<file path="src/rtl/uart_rx_fifo.sv">
// Receive FIFO behind the UART receiver: stores {parity_err, framing_err, data} with a registered read port.
// Optional high-water-mark output enabled by defining UART_RX_FIFO_HWM_EN.
module uart_rx_fifo #(
  parameter int DEPTH        = 16,
  parameter int ADDR_W       = 4,
  parameter int AFULL_THRESH = 12
) (
  input  logic              clk,
  input  logic              rst,
  input  logic              i_wr_en,
  input  logic [7:0]        i_wr_data,
  input  logic              i_wr_framing_error,
  input  logic              i_wr_parity_error,
  output logic              o_full,
  output logic              o_almost_full,
  input  logic              i_rd_en,
  output logic [7:0]        o_rd_data,
  output logic              o_rd_framing_error,
  output logic              o_rd_parity_error,
  output logic              o_rd_valid,
  output logic              o_empty,
  output logic [ADDR_W:0]   o_count,
  output logic              o_overflow,
  output logic              o_underflow,
  input  logic              i_clr_status
`ifdef UART_RX_FIFO_HWM_EN
  ,
  output logic [ADDR_W:0]   o_hwm
`endif
);

  localparam int DATA_W  = 8;
  localparam int ENTRY_W = DATA_W + 2;
  localparam logic [ADDR_W:0] DEPTH_C = (ADDR_W+1)'(DEPTH);
  localparam logic [ADDR_W:0] AFULL_C = (ADDR_W+1)'(AFULL_THRESH);
  localparam logic [ADDR_W:0] ONE_C   = (ADDR_W+1)'(1);

  logic [ENTRY_W-1:0] mem [DEPTH];
  logic [ADDR_W-1:0]  wr_ptr;
  logic [ADDR_W-1:0]  rd_ptr;
  logic [ADDR_W:0]    count;
  logic               full;
  logic               empty;
  logic               wr_ok;
  logic               rd_ok;
  logic               wr_drop;
  logic               rd_drop;
  logic [ENTRY_W-1:0] rd_word_p1;
  logic               vld_p1;
  logic               ovf;
  logic               unf;

  // Occupancy step clamped to 0..DEPTH regardless of the request pair.
  function automatic logic [ADDR_W:0] sat_count(input logic [ADDR_W:0] c,
                                                input logic inc, input logic dec);
    logic [ADDR_W:0] r;
    r = c;
    if (inc && !dec && c != DEPTH_C) r = c + ONE_C;
    else if (dec && !inc && c != '0) r = c - ONE_C;
    return r;
  endfunction

  // Flags come only from the count register, so o_full has no path from i_wr_en.
  assign full    = (count == DEPTH_C);
  assign empty   = (count == '0);
  assign wr_ok   = i_wr_en && !full;
  assign rd_ok   = i_rd_en && !empty;
  assign wr_drop = i_wr_en && full;
  assign rd_drop = i_rd_en && empty;

  always_ff @(posedge clk) begin
    if (rst) begin
      wr_ptr <= '0;
      rd_ptr <= '0;
      count  <= '0;
      ovf    <= 1'b0;
      unf    <= 1'b0;
    end else begin
      if (wr_ok) wr_ptr <= wr_ptr + 1'b1;
      if (rd_ok) rd_ptr <= rd_ptr + 1'b1;
      count <= sat_count(count, wr_ok, rd_ok);
      if (wr_drop)           ovf <= 1'b1;
      else if (i_clr_status) ovf <= 1'b0;
      if (rd_drop)           unf <= 1'b1;
      else if (i_clr_status) unf <= 1'b0;
    end
  end

  // Storage array carries no reset.
  always_ff @(posedge clk) begin
    if (wr_ok) mem[wr_ptr] <= {i_wr_parity_error, i_wr_framing_error, i_wr_data};
  end

  // Read stage p1: head entry registered alongside its valid pulse.
  always_ff @(posedge clk) begin
    if (rst) begin
      rd_word_p1 <= '0;
      vld_p1     <= 1'b0;
    end else begin
      vld_p1 <= rd_ok;
      if (rd_ok) rd_word_p1 <= mem[rd_ptr];
    end
  end

  assign o_rd_data          = rd_word_p1[DATA_W-1:0];
  assign o_rd_framing_error = rd_word_p1[DATA_W];
  assign o_rd_parity_error  = rd_word_p1[DATA_W+1];
  assign o_rd_valid         = vld_p1;
  assign o_full             = full;
  assign o_empty            = empty;
  assign o_almost_full      = (count >= AFULL_C);
  assign o_count            = count;
  assign o_overflow         = ovf;
  assign o_underflow        = unf;

`ifdef UART_RX_FIFO_HWM_EN
  logic [ADDR_W:0] hwm;

  // Tracks the registered count, so it trails count by one cycle.
  always_ff @(posedge clk) begin
    if (rst)               hwm <= '0;
    else if (i_clr_status) hwm <= count;
    else if (count > hwm)  hwm <= count;
  end

  assign o_hwm = hwm;
`endif

endmodule
</file>
<file path="config.mk">
export PLATFORM = sky130hd
export DESIGN_NAME = uart_rx_fifo
export DESIGN_NICKNAME = d
export VERILOG_FILES = /design/src/rtl/uart_rx_fifo.sv
export SDC_FILE = /design/constraint.sdc
export NUM_CORES = 1
export LEC_CHECK = 0
export CORE_UTILIZATION = 60
export CTS_CLUSTER_DIAMETER = 30
export DETAILED_ROUTE_END_ITERATION = 8
export PLACE_DENSITY = 0.83
export SYNTH_ARGS = -nofsm -noshare
export SYNTH_HDL_FRONTEND = slang
export SYNTH_SLANG_ARGS = --single-unit
</file>
<file path="constraint.sdc">
create_clock -name clk -period 7.8 [get_ports clk]
set_input_delay 1.56 -clock clk [delete_from_list [all_inputs] [get_ports clk]]
set_output_delay 1.56 -clock clk [all_outputs]
set_load 0.01 [all_outputs]
</file>
==> After elaboration in Yosys (flattened, before gate mapping) <==
Memories as Yosys holds them, arrays and structs flattened. A register that Yosys moved wholly into a read port is not among the register bits.
Index checks and enable logic that the tools add are counted.
{ "word_totals": {"regBits": 16, "ram_bits": 160, "mem_count": 1, "in_bits": 15, "elab_cells": 38, "out_inout_bits": 21} }
{ "mem_list": {"columns": ["name", "depth", "width", "read_ports", "rd_clocked_by_memory_dff", "wr", "line_no", "rtl"], "rows": [
  ["mem", 16, 10, 1, 1, 1, "38", "logic [ENTRY_W-1:0] mem [DEPTH];"]
]} }
{ "op_classes": {"eq_ne": 2, "n_lt_le_gt_ge": 1, "reduce_logical": 17, "n_mux": 7, "n_addsub": 4} }
{ "ops": {"columns": ["cell", "count"], "rows": [
  ["5-bit 2-to-1 mux", 2],
  ["4-bit by 1-bit adder with 4-bit output, second input constant", 2],
  ["1-bit logical AND", 8],
  ["2-bit nonzero test", 3],
  ["5-bit by 1-bit adder with 5-bit output, second input constant", 1],
  ["5-bit == test, second input constant", 1],
  ["5-bit by 4-bit greater-or-equal comparator with 1-bit output, second input constant", 1],
  ["5-bit logical NOT", 1],
  ["1-bit 2-to-1 mux", 5],
  ["5-bit inequality test, second input constant", 1],
  ["5-bit nonzero test", 1],
  ["5-bit by 1-bit subtractor with 5-bit output, second input constant", 1],
  ["1-bit logical NOT", 4]
]} }

==> Depth between registers and ports, before layout <==
Gate-level depths: netlist of the first run.
{ "depth": {"depth_word": 8, "depth_mapped": 11, "ltp_nobuf": 10} }

==> Least setup slack after synthesis of the first run <==
Ideal clock, no wire load.
{ "synth_timing": {"path_type": "input-to-reg", "startpoint": "input port i_wr_en", "endpoint": "register count[4] (netlist: o_count[4])", "t_arrival_ns": 3.534, "setup_time_ns": 0.070, "path_slack_ns": 4.196, "path_stages": 9, "path_buffers": 1, "required_ns": 7.730, "cell_sequence": "a21boi_2 > clkbuf_1 > nand2_1 > ha_1 > nor2b_1 > o21a_1 > or4_1 > a21o_1 > a21oi_1"} }
{ "synth_via": {"elab_chain_len": 5, "word_cells_on_any_way": 8, "cone_classes": "mux (1); reduce/logical (7)"} }
{ "synth_rtl": {"columns": ["element", "line_no", "rtl"], "rows": [
  ["start, declared", "10", "input logic i_wr_en,"],
  ["1-bit logical AND *", "66", "assign wr_ok = i_wr_en && !full;"],
  ["1-bit logical NOT", "59", "else if (dec && !inc && c != '0) r = c - ONE_C;"],
  ["1-bit logical AND (2 in a row)", "59", null],
  ["2-bit nonzero test (no line)", null, null],
  ["end signal, assigned", "81", "count <= sat_count(count, wr_ok, rd_ok);"],
  ["end, declared", "41", "logic [ADDR_W:0] count;"]
]} }
Every way passes the cells marked *; elsewhere a longest branch is shown, timed or not.
A chain may end at the register's enable or synchronous reset.

==> Worst setup path in the final report of the first run <==
Same ends and word-level chain as after synthesis.

==> results.json, run 1 <==
{
  "grt_pass1_wl_um": 22500,
  "yosys-top-cells-area": "edfxtp_1 65%, mux2i_1 11%, dfxtp_1 7.1%, o22ai_1 3.4%, nor2_1 2.0%",
  "synth_mux_area_frac": 0.112,
  "die_x_um": 113,
  "endpoint": "o_count[4]",
  "final_area_um2": 8410,
  "internal-power_mw": 1.80,
  "pre_cts_ws_ns": 3.44,
  "synth_area_leader_cell": "edfxtp_1",
  "power.leakage_nw": 2.63,
  "endpoint_kind": "flop",
  "syn-num-nets": 489,
  "drive_gt1_frac": 0.0877,
  "track_usage": 0.253,
  "power-per-cell-area_nw_per_um2": 299,
  "clkPwrFrac": 0.339,
  "drt-vias-per-instance": 6.28,
  "slowest_delay_ns": 0.55,
  "cts_buffers": 17,
  "area_growth_syn_to_layout_pct": 14.5,
  "ys_warn_count": 0,
  "drt_iter0_drc": 391,
  "num-nets-final": 525,
  "reg2regPathDepth": 9,
  "p_seq_frac": 0.477,
  "grt_max_degree": 50,
  "p_sw_frac": 0.283,
  "antenna_found_initial": 0,
  "critPathBufInv": 1,
  "dieArea_um2": 12700,
  "placed_area_um2": 7810,
  "syn_area_um2": 7350,
  "cts-resized-gates": 0,
  "synth-adder-area-share": 0.0181,
  "drt-pass1-iter-count": 6,
  "share_comb_of_total_power": 0.183,
  "min_path_type": "flop to flop",
  "critPathArrivalTime_ns": 4.31,
  "reg2reg_from": "o_count[0]",
  "first_global_vias": 3979,
  "critPathTopFamily": "compound AO/OA/AOI/OAI gates",
  "cts_hold_buf": 0,
  "p_sw_uw": 711,
  "seq_area_um2": 5330,
  "syn_avg_cell_area_um2": 15.8,
  "cts_max_level": 4,
  "syn-instance-count": 464,
  "layout.cells.non_filler": 660,
  "clk_path_buf_depth": 2,
  "cp_cell_sequence": "clkdlybuf4s50_1 > a21boi_2 > nand2_1 > ha_1 > nor2b_1 > o21a_1 > or4_1 > a21o_1 > a21oi_1",
  "gp_congestion": 0.997,
  "final.setup.tns_ns": 0,
  "cts_num_sinks": 186,
  "cp.depth": 9,
  "io-pin-count": 36,
  "tritoncts": "yes",
  "slowest_stage": "a21boi_2",
  "start_util": 0.614,
  "finalCritPeriodShare": 0.509,
  "dp.cells": 628,
  "hold_slack_ns": 0.506,
  "crit_type": "input pin to flop",
  "reg2reg_slack_ns": 4.84,
  "die_height_um": 113,
  "drt-total-wl_um": 14800,
  "relSlewSlack": 0.334,
  "insertion_delay_ns": 0.43,
  "worst_slack_ns": 3.83,
  "hold_viol": 0,
  "finalMaxSlewViolations": 0,
  "fillCellCount": 760,
  "port_buffers": 35,
  "antenna_cells": 0,
  "drv_cap": 0,
  "row_count": 40,
  "setup.worst_path.start": "i_wr_en",
  "rsz0062_at_grt": "no",
  "cts_setup_buffers": 0,
  "synth_top_area_frac": 0.654,
  "ant_nets": 0,
  "cts_root_buf": "clkbuf_16",
  "synth_top_family_by_area": "multiplexers",
  "clock_skew_ns": 0.0108,
  "startpoint_type": "input pin",
  "p_total_mw": 2.51,
  "worstMarginPinSlew_ns": 0.995,
  "synth_compound_area_frac": 0.0589,
  "final_core_util": 0.703,
  "min_period_ns": 3.97,
  "status": "complete, no violations",
  "wire_per_inst_um": 22.4,
  "ys_seq_area_frac": 0.725,
  "hpwl_um": 9480,
  "vias": 4145,
  "synth.distinct_cells": 39,
  "setup_viol": 0,
  "synth_xor_area_frac": 0.0118,
  "core_area_um2": 12000,
  "ys_seq_elements": 186,
  "multiInputGateArea_um2": 1890,
  "critPathRequiredTime_ns": 8.14,
  "path_clk_slew_ns": 0.07,
  "drc": 0,
  "crit_fanout": 12,
  "max_freq_mhz": 252,
  "vdd_drop_max_uv": 201,
  "yosys.area_share.simple": 0.0567,
  "globalRouteOverflowTotal": 0,
  "r2r-end": "o_count[4]"
}
[worst register-to-register path, delay by kind of cell (launching register included)]
family	cells	cell delay [ns]
and+or+nand+nor	4	1.35
DFF	1	0.40
AOI/OAI and AO/OA	4	0.75
adders and majority gates	1	0.36
[state kept, by name (all words and copies together) (netlist names)]
| register | cells |
|---|---|
| mem | 160 |
| rd_word_p1 | 10 |
| o_count | 5 |
| rd_ptr | 4 |
| wr_ptr | 4 |
| o_overflow | 1 |
| o_rd_valid | 1 |
| o_underflow | 1 |
[logic make-up after synthesis]
kind of cell | Yosys count
flip-flops | 186
AND/OR/NAND/NOR | 84
multiplexers | 82
AO/OA/AOI/OAI | 64
buffers and inverters | 29
adder cells (fa/ha/maj) | 10
XOR/XNOR | 9
[worst min-delay path by stage]
stage	from	to	slack, ns	depth (start not counted)
6_report	rd_word_p1[6]	rd_word_p1[6]	0.51	2
4_1_cts	rd_word_p1[3]	rd_word_p1[3]	0.51	2
3_5_place_dp	rd_word_p1[2]	rd_word_p1[2]	0.50	2
3_3_place_gp	rd_word_p1[3]	rd_word_p1[3]	0.49	2
5_1_grt	rd_word_p1[6]	rd_word_p1[6]	0.54	2
2_1_floorplan	rd_word_p1[4]	rd_word_p1[4]	0.52	2
[cell type report]
type	count	share of cell area
Clock inverter	15	0.0204
Multi-Input combinational cell	249	0.225
Sequential cell	186	0.634
Timing Repair Buffer	40	0.0461
Inverter	6	0.00268
Tap cell	147	0.0219
Clock buffer	17	0.0506
[metal layers]
metal,vias up,part of all wire,global-route usage
met3,36,0.062,0.0556
met2,180,0.52,0.433
li1,1888,-,-
met1,2041,0.39,0.312
met5,-,0,0
met4,0,0.024,0.108
[power by group through the flow]
| stage | Clock (mW) | Combinational (mW) | Sequential (mW) |
|---|---|---|---|
| detailed placement | 0 | 0.453 | 1.22 |
| floorplan | 0 | 0.265 | 1.21 |
| CTS | 0.859 | 0.457 | 1.20 |
| finish | 0.853 | 0.460 | 1.20 |
| global route | 0.896 | 0.494 | 1.21 |
| global placement | 0 | 0.436 | 1.22 |
[cells in the mapped netlist]
master and n:
or4_4 1, or3_1 1, and2_1 2, edfxtp_1 160, clkbuf_8 1, nor2b_1 1, mux2i_1 82, fa_1 1
nor2_1 39, inv_1 6, a21o_1 2, nor4_1 10, nand3_1 3, clkbuf_1 9, a21boi_2 1, a21oi_1 4
nor3_1 4, dfxtp_1 26, xnor2_2 1, xnor2_1 3, ha_1 9, nor4_2 1, nand2b_1 2, or3b_2 1
xor2_1 5, or3b_1 1, o21ai_4 1, o22ai_1 40, buf_1 2, a211oi_1 11, o21a_1 2, nand2_1 11
buf_2 11, a22oi_1 2, or4_1 1, nand3b_1 3, nor3_2 1, o211ai_1 1, nand4_1 2
[placed cells by master (no fill, tap or decap), drive strengths merged, types with 4 or more instances in the layout]
cell           Yosys  final
a21oi              4      4
a211oi            11     11
nor2              39     39
clkdlybuf4s50      0     35
nand2             11     11
ha                 9      9
clkbuf            10     17
buf               13      5
mux2i             82     82
dfxtp             26     26
inv                6     17
o22ai             40     40
nor4              11     11
nor3               5      5
xnor2              4      4
edfxtp           160    160
xor2               5      5
Note: power is estimated with default switching activity, not from simulation.
==> run 2, diff against run 1 <==
--- a/config.mk
+++ b/config.mk
@@ -5,10 +5,10 @@
 export SDC_FILE = /design/constraint.sdc
 export NUM_CORES = 1
 export LEC_CHECK = 0
-export CORE_UTILIZATION = 60
+export CORE_UTILIZATION = 54
 export CTS_CLUSTER_DIAMETER = 30
 export DETAILED_ROUTE_END_ITERATION = 8
-export PLACE_DENSITY = 0.83
+export PLACE_DENSITY = 0.8
 export SYNTH_ARGS = -nofsm -noshare
 export SYNTH_HDL_FRONTEND = slang
 export SYNTH_SLANG_ARGS = --single-unit
==> constraint.sdc (replaced) <==
create_clock -name clk -period 3.3 [get_ports clk]
set_input_delay 0.66 -clock clk [delete_from_list [all_inputs] [get_ports clk]]
set_output_delay 0.66 -clock clk [all_outputs]
set_load 0.01 [all_outputs]
==> run 2 against run 1 <==
Net effect: sequential power is 140% higher; wire length is 4.2% higher; global-route usage is 2.0 points lower; die area is 11% higher; combinational power is 140% higher; critical path type is now flop to flop; critical endpoint unchanged; largest power group unchanged.
==> results.json, run 2 (same netlist as run 1, synthesis figures left out) <==
{
  "status": "complete, no violations",
  "busiest_layer": "met2",
  "insertion_delay_ns": 0.43,
  "internal-power_mw": 4.23,
  "globalRouteOverflowTotal": 0,
  "track_usage": 0.233,
  "placed_area_um2": 8000,
  "max_freq_mhz": 351,
  "final.setup.tns_ns": 0,
  "cts_setup_buffers": 0,
  "cts_num_sinks": 186,
  "final_common_cell": "edfxtp_1",
  "drt_iter0_drc": 419,
  "rsz0062_at_grt": "no",
  "die_height_um": 119,
  "gp_congestion": 0.847,
  "grt_max_degree": 39,
  "dieArea_um2": 14100,
  "fillCellCount": 935,
  "worstMarginPinSlew_ns": 1.02,
  "antenna_found_initial": 0,
  "worst_slack_ns": 0.447,
  "hpwl_um": 9910,
  "finalCritPeriodShare": 0.864,
  "cts_max_level": 4,
  "wire_per_inst_um": 21.8,
  "setup_viol": 0,
  "setup.worst_path.start": "o_count[0]",
  "cts_hold_buf": 0,
  "hold_slack_ns": 0.507,
  "drive_gt1_frac": 0.107,
  "final_area_um2": 8530,
  "p_sw_mw": 1.55,
  "clk_path_buf_depth": 2,
  "cp_cell_sequence": "or4_4 > o21ai_4 > nand2_1 > ha_1 > nor2b_1 > o21a_1 > or4_1 > a21o_1 > a21oi_1",
  "largest_reg_flops": 160,
  "hold_viol": 0,
  "startpoint_type": "flop",
  "critPathTopFamily": "simple AND/OR/NAND/NOR gates",
  "vdd_drop_max_uv": 506,
  "critPathRequiredTime_ns": 3.64,
  "ant_nets": 0,
  "crit_type": "flop to flop",
  "grtUsageMet2": 0.383,
  "crit_fanout": 7,
  "antenna_cells": 0,
  "cts_buffers": 17,
  "slowest_stage": "or4_4",
  "power-per-cell-area_nw_per_um2": 677,
  "drv_cap": 0,
  "hold_start": "rd_word_p1[2]",
  "area_growth_syn_to_layout_pct": 16.1,
  "use_met1": 0.297,
  "clkPwrFrac": 0.319,
  "reg2reg_from": "o_count[0]",
  "start_util": 0.555,
  "vias": 4197,
  "core_area_um2": 13200,
  "io-pin-count": 36,
  "top_register": "mem",
  "dp.cells": 675,
  "min_path_type": "flop to flop",
  "cts-resized-gates": 0,
  "cts_root_buf": "clkbuf_16",
  "relSlewSlack": 0.317,
  "critPathArrivalTime_ns": 3.19,
  "drt-total-wl_um": 15400,
  "share_comb_of_total_power": 0.190,
  "path_clk_slew_ns": 0.06,
  "p_sw_frac": 0.268,
  "drt-vias-per-instance": 5.94,
  "endpoint_kind": "flop",
  "mostFrequentLayoutCells": "160 x edfxtp_1, 82 x mux2i_1, 40 x o22ai_1",
  "finalMaxSlewViolations": 0,
  "first_global_vias": 4213,
  "port_buffers": 35,
  "critPathBufInv": 0,
  "clock_skew_ns": 0.00749,
  "layout.cells.non_filler": 707,
  "row_count": 42,
  "drc": 0,
  "power.leakage_nw": 2.69,
  "num-nets-final": 543,
  "use_met3": 0.0608,
  "p_seq_frac": 0.491,
  "tritoncts": "yes",
  "min_period_ns": 2.85,
  "pre_cts_ws_ns": 0.360,
  "drt-pass1-iter-count": 5,
  "slowest_delay_ns": 0.59,
  "die_x_um": 119,
  "grt_pass1_wl_um": 23500
}
==> run 2: cell types whose count changed in the layout (fill, tap and decap cells not counted), moves of 2 or more <==
cell        delta
buf_4         +17
clkbuf_1       +4
clkinv_1       +2
clkinv_2       +4
clkinvlp_4     +2
inv_6          -5
inv_8          -6
==> run 2: per-layer routing <==
metal | share of wire | vias up
li1 | - | 1910
met1 | 0.41 | 2091
met2 | 0.50 | 172
met3 | 0.074 | 24
met4 | 0.018 | 0
met5 | 0 | -
==> run 2: final timing paths <==
check                                endpoint  slack [ns]  cells after the start
worst min-delay path            rd_word_p1[2]        0.51                      2
worst min register to register  rd_word_p1[2]        0.51                      2
worst max register to register     o_count[4]        0.45                      9
worst max-delay path               o_count[4]        0.45                      9
==> run 2: power by group through the flow <==
stage	combinational [mW]	clock (mW)	sequential, mW
2_1_floorplan	0.627	0	2.86
3_3_place_gp	1.06	0	2.86
3_5_place_dp	1.09	0	2.88
4_1_cts	1.10	1.85	2.84
5_1_grt	1.20	1.96	2.85
6_report	1.10	1.84	2.84
==> run 2: layout make-up <==
type,count,area [µm²],area share
Clock inverter,10,77.6,0.00910
Multi-Input combinational cell,249,1890,0.222
Sequential cell,186,5330,0.625
Clock buffer,22,454,0.0533
Inverter,6,22.5,0.00264
Timing Repair Buffer,58,536,0.0628
Tap cell,176,220,0.0258
==> run 2: per-stage QoR <==
step	utilization	power [mW]
after floorplan	-	3.49
after global placement	0.604	3.92
after detailed placement	0.604	3.98
after CTS	0.644	5.79
after global routing	0.644	6.01
final	0.644	5.78
==> run 2: worst register-to-register path, delay by kind of cell, from the launching register on <==
| kind | cells | cell delay [ns] |
|---|---|---|
| flip-flops | 1 | 0.37 |
| AO/OA/AOI/OAI | 4 | 0.73 |
| adder cells (fa/ha/maj) | 1 | 0.33 |
| AND/OR/NAND/NOR | 4 | 1.34 |
==> RTL change 1 (settings of run 2) <==
The parameter `ADDR_W` goes from 4 to 2.
--- a/src/rtl/uart_rx_fifo.sv
+++ b/src/rtl/uart_rx_fifo.sv
@@ -2,7 +2,7 @@
 // Optional high-water-mark output enabled by defining UART_RX_FIFO_HWM_EN.
 module uart_rx_fifo #(
   parameter int DEPTH        = 16,
-  parameter int ADDR_W       = 4,
+  parameter int ADDR_W       = 2,
   parameter int AFULL_THRESH = 12
 ) (
   input  logic              clk,
Interface: changed (resized o_count); port bits go from 36 to 34. The function was not compared with the original's and may differ.
==> RTL change 1 against run 2 <==
Register-to-register slack better by 570 ps. Sequential share of layout area shrank 5.9 points. Synthesized cell count fell by 71%. Global-route usage shrank 2.7 points. Routed wire length shrank 73%. Area after synthesis down 68%. Via count is 69% lower. Power is 75% lower. Design area decreased by 67%. Sequential cell count shrank 126. Critical path type is now flop to primary output. Worst setup slack improved by 240 ps.
==> RTL change 1: results (changes against run 2) <==
- Design Area, Final: 2830 um^2 (-67%)
- Synth top cells by count: edfxtp_1, dfxtp_1, mux4_2
- Worst vdd ir: 0.295 mV (-42%)
- Netlist Area Pre-Place: 2320 um^2 (-68%)
- Fillers: 261 (-72%)
- Crit. Startpoint: o_count[2]
- Drt total wl: 4120 um (-73%)
- Sequential cell area: 1600 um^2 (-70%)
- Status: completed
- Register area share after synthesis: 69.1% (-3.4 points)
- CTS Root Cell: clkbuf_8
- Leakage: 0.957 nW (-64%)
- Number of instances in the placed design: 211 (-69%)
- Layout clock buffer count: 13 (-41%)
- Dpl ws: 359 ps (-1.37 ps)
- R2R Setup Slk: 1020 ps (+570 ps)
- Largest register FFs: 40 (-75%)
- Clock network area share: 6.10% (-0.14 points)
- Port buffer count: 33 (-5.7%)
- Critical-path top delay cell: clkdlybuf4s50_1
- CP Data Arrival Time: 1950 ps (-1240 ps)
- Signal buffers: 35 (-40%)
- Critical Path End: o_full
- Net Count, Synth: 155 (-68%)
- Clock share of power: 40.0% (+8.1 points)
- EDFF count, synth: 40 (-75%)
## RTL change 1: cell count changes in the layout (fill, tap and decap cells not counted), moves of 9 or more
cell / change
buf_4: -20
a22o_2: +9
mux4_2: +10
nor4_1: -10
o22ai_1: -40
a211oi_1: -11
mux2i_1: -82
edfxtp_1: -120
nor2_1: -33
clkbuf_8: +10
clkbuf_16: -17
## RTL change 1: layer usage
metal | up-vias | GRT usage [%] | share of wire, %
met5 | - | 0 | 0
met4 | 0 | 9.57 | 1.3
met3 | 8 | 6.59 | 3.8
met2 | 35 | 35.0 | 54
met1 | 650 | 23.5 | 41
li1 | 598 | - | -
## RTL change 1: logic make-up after synthesis
family                   Yosys count  synth area share (%)
multiplexers                      10                  9.72
buffers and inverters             12                  3.35
adder cells (fa/ha/maj)            5                  3.02
AO/OA/AOI/OAI                     21                  7.72
XOR/XNOR                           4                  1.51
flip-flops                        60                  69.1
AND/OR/NAND/NOR                   23                  5.56
==> RTL change 2 (flow settings as in run 2) <==
Made on the original files. Put a register stage on the outputs `o_rd_framing_error` and `o_rd_parity_error`, without a reset. The values now appear one clock later. The other outputs are not delayed to match.
--- a/src/rtl/uart_rx_fifo.sv
+++ b/src/rtl/uart_rx_fifo.sv
@@ -103,8 +103,10 @@
   end
 
   assign o_rd_data          = rd_word_p1[DATA_W-1:0];
-  assign o_rd_framing_error = rd_word_p1[DATA_W];
-  assign o_rd_parity_error  = rd_word_p1[DATA_W+1];
+  always_ff @(posedge clk) begin
+    o_rd_framing_error <= rd_word_p1[DATA_W];
+    o_rd_parity_error  <= rd_word_p1[DATA_W+1];
+  end
   assign o_rd_valid         = vld_p1;
   assign o_full             = full;
   assign o_empty            = empty;
Check against the original RTL: not equivalent (Yosys sat finds a counterexample within 4 cycles, from zero or initial values and one cycle with rst high).
==> RTL change 2 against run 2 <==
Design area increased by 0.53%. Area after synthesis increased by 1.4%. Power increased by 0.79%. Worst hold slack got worse by 150 ps. Critical endpoint unchanged. Final cell count unchanged. Synthesized cell count increased by 2.2%. Routed wire length decreased by 2.9%. Worst setup slack improved by 25 ps. Sequential cell count increased by 2. Critical path type unchanged.
==> RTL change 2: results (changes against run 2) <==
- Net Count, Synth: 499 (+2.0%)
- Hold EP: o_rd_parity_error
- CTS Root Cell: clkbuf_16
- Status: completed
- Number of instances in the placed design: 677 (+0.30%)
- GRT Util Overall: 22.4% (-0.95 points)
- Global placement routability congestion: 0.894 (+5.5%)
- Nets: 545 (+0.37%)
- Synth top cells by count: edfxtp_1, mux2i_1, o22ai_1
- Vias in the first global route: 4,120 (-2.2%)
- Leakage: 2.72 nW (+0.88%)
- Number of diodes: 0 (unchanged)
- Worst vdd ir: 0.418 mV (-17%)
- Reg2reg start: o_count[0]
- Synth top area cells: edfxtp_1, mux2i_1, dfxtp_1
- Worst Skew: 7.13 ps (-0.365 ps)
- Vias: 4,192 (-0.12%)
- Transition time of the tightest slew-check pin: 1070 ps (+46.2 ps)
- Drt initial violations: 428 (+2.1%)
- Synthesized instance count: 474 (+2.2%)
- Primary FF master, synth: edfxtp_1
- Placed Area: 8040 um^2 (+0.50%)
- Hold path depth: 0 (-2)
- R2R Setup Slk: 470 ps (+30 ps)
- H-tree levels: 4 (unchanged)
- First-pass GRT wire length: 22,600 um (-3.8%)
- Vias per cell: 5.93 (-0.12%)
- Layout cells sized above 1: 10.4% (-0.38 points)
- CP Data Arrival Time: 3170 ps (-20 ps)
- Post-synth cell types: 40 (+2.6%)
- Yosys top cell area share: 64.5% (-0.88 points)
- Clk_lat worst skew: 430 ps (about the same)
- Critical Path End: o_count[4]
- Post-DP HPWL: 9510 um (-4.1%)
- Hold_sp: rd_word_p1[9]
- Register area share after synthesis: 72.0% (-0.44 points)
- Net Sw Frac: 26.0% (-0.83 points)
- Largest net degree at the start of global routing: 83 (+110%)
- Total CTS buffers: 17 (unchanged)
- Routed wire per std cell: 21.1 um (-2.9%)
[RTL change 2: layout make-up]
type	instances	area, um^2
sequential	188	5370
fill	958	4770
multi-input combinational	249	1890
timing repair buffer	58	536
clock buffer	19	433
tap	176	220
clock inverter	11	104
inverter	6	22.5
[RTL change 2: critical path, cell delays in order (launching register included)]
cell and delay, ps:
dfxtp_1 370, or4_4 590, o21ai_4 230, nand2_1 180, ha_1 330, nor2b_1 140
o21a_1 170, or4_1 420, a21o_1 200, a21oi_1 130
[RTL change 2: power groups by stage]
stage / combinational (W) / sequential (W) / clock [W]
2_1_floorplan: 0.000694 / 0.00288 / 0
3_3_place_gp: 0.00105 / 0.00290 / 0
3_5_place_dp: 0.00108 / 0.00291 / 0
4_1_cts: 0.00109 / 0.00286 / 0.00190
5_1_grt: 0.00117 / 0.00288 / 0.00200
6_report: 0.00109 / 0.00286 / 0.00188
[RTL change 2: metrics by stage]
step | hold slack, ps | setup slack [ps] | total power [W] | utilization, %
after floorplan | 331 | 596 | 0.00357 | -
after global placement | 342 | 407 | 0.00395 | 60.2
after detailed placement | 340 | 345 | 0.00399 | 60.2
after CTS | 353 | 466 | 0.00585 | 64.2
after global routing | 363 | 259 | 0.00605 | 64.2
final | 352 | 473 | 0.00582 | 64.2
[RTL change 2: cell families after synthesis]
group / synth area share, %
fa+ha+maj: 1.78
xor+xnor: 1.16
flops: 72.0
mux: 11.0
compound gates: 5.81
buf+inv: 2.59
simple gates: 5.59
[RTL change 2: per-layer routing]
| layer | track usage (%) | share of wire (%) |
|---|---|---|
| met3 | 6.61 | 7.2 |
| met1 | 27.9 | 41 |
| met5 | 0 | 0 |
| met2 | 36.2 | 50 |
| met4 | 9.84 | 2.4 |
